`src/rtl/serial_unremap_pkg.sv`:
```
// Shared constants, read-state encoding and the split-to-natural address map
// for the serial even/odd un-remapper.
package serial_unremap_pkg;

   localparam int NB_DEF    = 16;
   localparam int N_DEF     = 8;
   localparam int LOG2N_DEF = 3;

   typedef enum logic {
      RD_IDLE  = 1'b0,
      RD_DRAIN = 1'b1
   } rd_state_e;

   // Natural index k lives at split position k/2 (even k) or n/2 + k/2 (odd k).
   function automatic int unremap_addr(input int k, input int n);
      if (k[0] == 1'b0) begin
         return k >> 32'd1;
      end else begin
         return (n >> 32'd1) + (k >> 32'd1);
      end
   endfunction

endpackage

```
`src/rtl/serial_unremap_pingpong_buf.sv`:
```
// Two-bank sample store: one synchronous write port, one asynchronous read port,
// each addressed by bank select plus index within the bank.
module pingpong_buf #(
   parameter int NB    = 16,
   parameter int N     = 8,
   parameter int LOG2N = 3
) (
   input  logic             clk,
   input  logic             we,
   input  logic             wr_bank,
   input  logic [LOG2N-1:0] wr_idx,
   input  logic [NB-1:0]    wr_data,
   input  logic             rd_bank,
   input  logic [LOG2N-1:0] rd_idx,
   output logic [NB-1:0]    rd_data
);

   logic [NB-1:0] mem_q [0:2*N-1];

   // Storage is deliberately unreset; the full[] interlock keeps stale words from being read.
   always_ff @(posedge clk) begin
      if (we) begin
         mem_q[{wr_bank, wr_idx}] <= wr_data;
      end
   end

   assign rd_data = mem_q[{rd_bank, rd_idx}];

endmodule

```
`src/rtl/serial_unremap.sv`:
```
// Inverse even/odd commutator: collects a split-order frame into one bank of a
// ping-pong buffer while the other bank is replayed in natural order.
module serial_unremap
   import serial_unremap_pkg::*;
#(
   parameter int NB    = NB_DEF,
   parameter int N     = N_DEF,
   parameter int LOG2N = LOG2N_DEF
) (
   input  logic          clk,
   input  logic          reset_n,
   input  logic          start,
   input  logic          valid_in,
   input  logic [NB-1:0] input_data,
   output logic          valid_out,
   output logic [NB-1:0] output_data,
   output logic          frame_first,
   output logic          overflow
);

   localparam logic [LOG2N-1:0] CNT_LAST = LOG2N'(N - 1);

   logic [LOG2N-1:0] wr_cnt_q, wr_cnt_d;
   logic             wr_bank_q, wr_bank_d;
   logic [LOG2N-1:0] rd_cnt_q, rd_cnt_d;
   logic             rd_bank_q, rd_bank_d;
   logic [1:0]       full_q, full_d;
   logic             overflow_q, overflow_d;
   logic             valid_out_q, valid_out_d;
   logic [NB-1:0]    output_data_q, output_data_d;
   logic             frame_first_q, frame_first_d;

   logic             buf_we_s;
   logic             buf_wr_bank_s;
   logic [LOG2N-1:0] buf_wr_idx_s;
   logic [LOG2N-1:0] rd_addr_s;
   logic [NB-1:0]    rd_data_s;
   rd_state_e        rd_state_s;

   pingpong_buf #(
      .NB    (NB),
      .N     (N),
      .LOG2N (LOG2N)
   ) u_buf (
      .clk     (clk),
      .we      (buf_we_s),
      .wr_bank (buf_wr_bank_s),
      .wr_idx  (buf_wr_idx_s),
      .wr_data (input_data),
      .rd_bank (rd_bank_q),
      .rd_idx  (rd_addr_s),
      .rd_data (rd_data_s)
   );

   // Next-state for counters, bank flags and output registers; start overrides everything.
   always_comb begin
      wr_cnt_d      = wr_cnt_q;
      wr_bank_d     = wr_bank_q;
      rd_cnt_d      = rd_cnt_q;
      rd_bank_d     = rd_bank_q;
      full_d        = full_q;
      overflow_d    = overflow_q;
      valid_out_d   = 1'b0;
      output_data_d = output_data_q;
      frame_first_d = 1'b0;
      buf_we_s      = 1'b0;
      buf_wr_bank_s = wr_bank_q;
      buf_wr_idx_s  = wr_cnt_q;
      rd_state_s    = full_q[rd_bank_q] ? RD_DRAIN : RD_IDLE;
      rd_addr_s     = LOG2N'(unremap_addr(int'(rd_cnt_q), N));

      if (start) begin
         wr_bank_d     = 1'b0;
         rd_cnt_d      = '0;
         rd_bank_d     = 1'b0;
         full_d        = 2'b00;
         overflow_d    = 1'b0;
         buf_wr_bank_s = 1'b0;
         buf_wr_idx_s  = '0;
         if (valid_in) begin
            buf_we_s = 1'b1;
            wr_cnt_d = LOG2N'(1);
         end else begin
            wr_cnt_d = '0;
         end
      end else begin
         case (rd_state_s)
            RD_DRAIN: begin
               output_data_d = rd_data_s;
               valid_out_d   = 1'b1;
               frame_first_d = (rd_cnt_q == '0);
               if (rd_cnt_q == CNT_LAST) begin
                  full_d[rd_bank_q] = 1'b0;
                  rd_bank_d         = ~rd_bank_q;
                  rd_cnt_d          = '0;
               end else begin
                  rd_cnt_d = rd_cnt_q + LOG2N'(1);
               end
            end
            RD_IDLE: begin
               valid_out_d = 1'b0;
            end
            default: begin
               valid_out_d = 1'b0;
            end
         endcase

         // Write side runs after the read release so a same-cycle set of full[] wins.
         if (valid_in) begin
            if (full_q[wr_bank_q]) begin
               overflow_d = 1'b1;
            end else begin
               buf_we_s = 1'b1;
               if (wr_cnt_q == CNT_LAST) begin
                  full_d[wr_bank_q] = 1'b1;
                  wr_bank_d         = ~wr_bank_q;
                  wr_cnt_d          = '0;
               end else begin
                  wr_cnt_d = wr_cnt_q + LOG2N'(1);
               end
            end
         end else begin
            wr_cnt_d = wr_cnt_q;
         end
      end
   end

   // State and output registers.
   always_ff @(posedge clk or negedge reset_n) begin
      if (!reset_n) begin
         wr_cnt_q      <= '0;
         wr_bank_q     <= 1'b0;
         rd_cnt_q      <= '0;
         rd_bank_q     <= 1'b0;
         full_q        <= 2'b00;
         overflow_q    <= 1'b0;
         valid_out_q   <= 1'b0;
         output_data_q <= '0;
         frame_first_q <= 1'b0;
      end else begin
         wr_cnt_q      <= wr_cnt_d;
         wr_bank_q     <= wr_bank_d;
         rd_cnt_q      <= rd_cnt_d;
         rd_bank_q     <= rd_bank_d;
         full_q        <= full_d;
         overflow_q    <= overflow_d;
         valid_out_q   <= valid_out_d;
         output_data_q <= output_data_d;
         frame_first_q <= frame_first_d;
      end
   end

   assign valid_out   = valid_out_q;
   assign output_data = output_data_q;
   assign frame_first = frame_first_q;
   assign overflow    = overflow_q;

endmodule

```
`config.mk`:
```
export PLATFORM = sky130hd
export DESIGN_NAME = serial_unremap
export DESIGN_NICKNAME = d
export VERILOG_FILES = /design/src/rtl/serial_unremap_pkg.sv /design/src/rtl/serial_unremap_pingpong_buf.sv /design/src/rtl/serial_unremap.sv
export SDC_FILE = /design/constraint.sdc
export NUM_CORES = 1
export LEC_CHECK = 0
export ABC_AREA = 1
export CORE_ASPECT_RATIO = 1.75
export CORE_MARGIN = 1
export CORE_UTILIZATION = 35
export CTS_BUF_LIST = sky130_fd_sc_hd__clkbuf_4 sky130_fd_sc_hd__clkbuf_8
export DETAILED_ROUTE_END_ITERATION = 12
export PLACE_DENSITY_LB_ADDON = 0.3
export SETUP_SLACK_MARGIN = 0.4
export SLEW_MARGIN = 5
export SYNTH_ARGS = -nofsm -noshare
export SYNTH_HDL_FRONTEND = slang
export SYNTH_SLANG_ARGS = --single-unit
```
`constraint.sdc`:
```
create_clock -name clk -period 2.86 [get_ports clk]
set_input_delay 0.572 -clock clk [delete_from_list [all_inputs] [get_ports clk]]
set_output_delay 0.572 -clock clk [all_outputs]
set_load 0.01 [all_outputs]
```
# Yosys cells after proc, flatten, opt, wreduce, memory -nomap -nowiden
# Memories as Yosys holds them, arrays and structs flattened. A register that Yosys moved wholly into a read port is not among the register bits.
# Cells that the tools add are included.
dict set report word_totals {
  in_bits 20
  ramBits 256
  mem_count 1
  output_inout_bits 19
  reg_bits 13
}
# memory words word_bits read_ports rd_clocked_by_memory_dff write_ports line
set memory_table {}
lappend memory_table {u_buf.mem_q 16 16 1 1 1 serial_unremap_pingpong_buf.sv:18} ;# logic [NB-1:0] mem_q [0:2*N-1];
dict set report classes {
  mux 47
  add_sub_neg 3
  bitwise_logic 7
  reduce_logical 14
  n_lt_le_gt_ge 4
  eq_ne 3
}
# cell n
set op_table {}
lappend op_table {{$mux W1} 28}
lappend op_table {{$mux W3} 9}
lappend op_table {{$mux W2} 7}
lappend op_table {{$reduce_bool A2 Y1} 5}
lappend op_table {{$reduce_and A2 Y1} 4}
lappend op_table {{$add A3 B1 Y3 const B} 2}
lappend op_table {{$eq A3 B3 Y1 const B} 2}
lappend op_table {{$lt A1 B2 Y1 const B} 2}
lappend op_table {{$not A1 Y1} 4}
lappend op_table {{$add A3 B2 Y3 const A} 1}
lappend op_table {{$logic_not A3 Y1} 1}
lappend op_table {{$reduce_and A3 Y1} 1}
lappend op_table {{$and A2 B2 Y2} 1}
lappend op_table {{$demux W1 S1} 2}
lappend op_table {{$ge A1 B1 Y1 const B} 2}
lappend op_table {{$logic_and A1 B1 Y1} 2}
lappend op_table {{$ne A2 B2 Y1 const B} 1}
lappend op_table {{$not A2 Y2} 1}
lappend op_table {{$or A2 B2 Y2} 1}
lappend op_table {{$pmux W1 S2} 1}
lappend op_table {{$logic_not A1 Y1} 1}

# Longest topological paths before layout
dict set report depth {
  depth_word 14
  depth_mapped 11
  mapped_depth_nobuf 9
}

# Cells and area by module
# Synthesis repeated with hierarchy kept, for this count alone.
dict set report unflattened {
  hier_cells 1210
  hier_area_um2 12394.4
}
# module area_per_inst_um2 n_inst cells_per_inst
set by_module_without_submodules {}
lappend by_module_without_submodules {pingpong_buf 11060.6 1 1058}
lappend by_module_without_submodules {serial_unremap 1333.8 1 152}

# Worst setup path before layout
# OpenSTA, ideal clock, no wires.
dict set report synth_path {
  kind {in2reg}
  startpoint {input port start}
  endpoint {memory u_buf.mem_q[5][0], enable pin}
  arrival_time_ps 1914
  path_buffers 2
  stages 5
  required_ps 2472
  path_slack_ps 557
  setup_ps 388
  path_cell_list {buf_2 inv_1 buf_2 nand3_1 nor2_1}
}
dict set report synth_between {
  elab_chain_len 3
  word_cells_on_any_way 5
  classes_between {mux (5)}
}
# item line
set synth_rtl {}
lappend synth_rtl {{start, declared} serial_unremap.sv:12} ;# input logic start,
lappend synth_rtl {{$mux W1} serial_unremap.sv:72} ;# if (start) begin
lappend synth_rtl {{$mux W1} serial_unremap_pingpong_buf.sv:22} ;# if (we) begin
lappend synth_rtl {{$mux W1 (implied by the code)} serial_unremap_pingpong_buf.sv:23} ;# mem_q[{wr_bank, wr_idx}] <= wr_data;
lappend synth_rtl {{end, declared} serial_unremap_pingpong_buf.sv:18}
# Several ways; a longest one is shown, not always the timed one.

# Worst setup path after layout
dict set report layout_path {
  startpoint {register output_data_q[12] (netlist: output_data[12]), read port of u_buf.mem_q}
  endpoint {output port output_data[12]}
}
# item line
set layout_lines {}
lappend layout_lines {{start, declared} serial_unremap.sv:30} ;# logic [NB-1:0] output_data_q, output_data_d;
lappend layout_lines {{end, declared} serial_unremap.sv:16} ;# output logic [NB-1:0] output_data,
# No word-level cell between the ends.

==> metrics.md <==
| Metric | Value |
|---|---|
| Status | `completed` |
| H-tree depth | `2` |
| Critical path buffers and inverters | `1` |
| Hold Path Class | `in2async` |
| DRC | `0` |
| Setup TNS | `0 ps` |
| # fillers | `3,373` |
| Max Clock Skew | `21.0 ps` |
| PD cells | `579 nW/um^2` |
| I/O Pins | `39` |
| Post-synthesis cell area | `12,200 sq um` |
| F_max | `0.486 GHz` |
| Wirelength per Cell | `17.6 um` |
| Final HPWL DP | `20,200 um` |
| Fin util | `0.414` |
| Via density | `4.67` |
| CP max FO | `2` |
| Mean Syn Cell Area | `10.3 sq um` |
| CP max stage delay | `590 ps` |
| Critical path endpoint category | `output port` |
| WP data required | `2290 ps` |
| Syn nets | `1,217` |
| Worst setup path class | `reg2out` |
| Pre-CTS WS | `289 ps` |
| First-pass GRT wire length | `47,200 um` |
| Kind of cell adding the most delay to the critical path | `buffers and inverters` |
| CTS Hold Buffers Added | `0` |
| Row cnt | `90` |
| Netlist cell types | `20` |
| Starting Density | `0.355` |
| Clock tree buffer depth | `3` |
| Fin worst setup slack | `803 ps` |
| Post-synth EDFFs | `256` |
| VDD IR-drop max | `0.000246 V` |
| PortBufs | `38` |
| Die Footprint | `35,700 sq um` |
| Pleak | `6.09 nW` |
| Via Count | `8,235` |
| Most common cell after layout, fill and taps aside | `nand2_1` |
| Final hold vios | `0` |
| Slew HR | `0.471` |
| Vias in the first global route | `8,253` |
| Synth-to-layout area growth | `16.7%` |
| CTS clock-pin slew for the worst setup and hold paths | `60 ps` |
| Die height | `249 um` |
| Layout Nets | `1,295` |
| Root buf cell | `clkbuf_8` |
| TritonCTS buffer count | `41` |
| CTS tree | `yes` |
| Most frequent cells in the layout | `nand2_1, edfxtp_1, nand3_1` |
| Initial antenna violation count | `1` |
| CP arrival | `1490 ps` |
| First drt pass iteration count | `5` |
| CTS Sinks | `285` |
| Core Area | `34,500 sq um` |
| RSZ-0062 raised after global routing | `no` |
| Fin crit share | `0.719` |
| Postcts setup bufs | `0` |
| Top flip-flop cell by instance count after synthesis | `edfxtp_1` |
| Synth async-reset ratio | `0.102` |
| Largest net degree at the start of global routing | `130` |
| Synth area leader | `edfxtp_1` |
| Die Wd | `143 um` |
| Clk_lat worst skew | `560 ps` |
| Post-route ant nets | `0` |
| Critical path startpoint category | `flip-flop` |
| Slew @ Worst Pin | `790 ps` |
| Gr usage total | `0.181` |
| Register bit total from synthesis | `285` |
| Synth top area share | `0.628` |
| Synthesis Warnings | `0` |
| Post_cts resized | `0` |
| Post-Synthesis Cells | `1,192` |
| FF-to-FF setup slack | `860 ps` |
| Post-Route WL | `30,900 um` |
| Setup violations, final | `0` |
| Layout cell share with drive strength beyond 1 | `0.108` |
| Minimum clock period | `2060 ps` |
| # Max-Cap Violations | `0` |
| Grt ovf | `0` |
| Slowest-stage cell, CP | `clkdlybuf4s50_1` |
| Routability cong. | `0.851` |
| Synth top area cells | `edfxtp_1, nand2_1, nand3_1` |
| Max-slew violations | `0` |
| Sequential share of the synthesized area | `0.688` |
| Starting DRT DRC Count | `537` |
| Crit path cell chain | `clkdlybuf4s50_1` |
## synth_stat cells (3+ instances only)
cell / instances
a21oi_1: 4
o211ai_1: 3
ha_1: 5
nand4_1: 3
nor2_1: 24
nand3_1: 200
edfxtp_1: 256
o21ai_0: 8
dfrtp_1: 29
buf_4: 5
buf_2: 39
inv_1: 200
nand2_1: 397
clkbuf_1: 10
## per-layer routing
layer  up-vias  track usage  part of all wire
met4         0       0.0927             0.044
met5         -            0                 0
met3        74       0.0210             0.046
li1       3996            -                 -
met1      3911        0.199              0.37
met2       254        0.336              0.54
## through the flow
stage               power [mW]  std cells  hold WS (ps)  cell area [sq um]
floorplan                 4.83       1192           276              12200
finish                    8.28       1762           403              14300
global placement          5.08       1687           467              13400
global route              8.56       1762           434              14300
CTS                       8.36       1761           400              14300
detailed placement        5.08       1687           465              13400
## path summary, 6_finish.rpt
check	from	to	cells after the start
max reg2reg	wr_bank_q	u_buf.mem_q[14][15]	7
max in group asynchronous	reset_n	rd_cnt_q[1]	2
min in group clk	output_data[5]	output_data[5]	2
min	reset_n	output_data[15]	2
max	output_data[12]	output_data[12]	1
min reg2reg	output_data[5]	output_data[5]	2
## registers in the layout (all words and copies together) (netlist names)
register     flops
rd_bank_q        1
wr_bank_q        1
wr_cnt_q         3
valid_out        1
rd_cnt_q         3
overflow         1
u_buf.mem_q    256
full_q           2
output_data     16
frame_first      1
## final cells by class
type	instances	area, sq um	area share
flip-flops and latches	285	8420	0.590
multi-input cells	646	2800	0.196
repair buffers	92	873	0.0612
inverters	204	768	0.0538
clock buffers	54	693	0.0485
well taps	460	576	0.0403
clock inverters	20	145	0.0102
diodes	1	2.50	0.000175
## logic make-up after synthesis
kind of cell               Yosys count  share of synthesized area
DFF                                285                      0.688
adders and majority gates            5                    0.00511
buffers and inverters              261                     0.0862
and+or+nand+nor                    624                      0.213
muxes                                1                   0.000818
AOI/OAI and AO/OA                   16                    0.00747
## report_power, final
group / internal [mW] / total, mW / switching, mW
clock: 1.77 / 3.29 / 1.52
sequential: 4.61 / 4.64 / 0.0298
combinational: 0.130 / 0.350 / 0.220
total: 6.51 / 8.28 / 1.77
No activity file was read; power rests on OpenSTA's default activity.
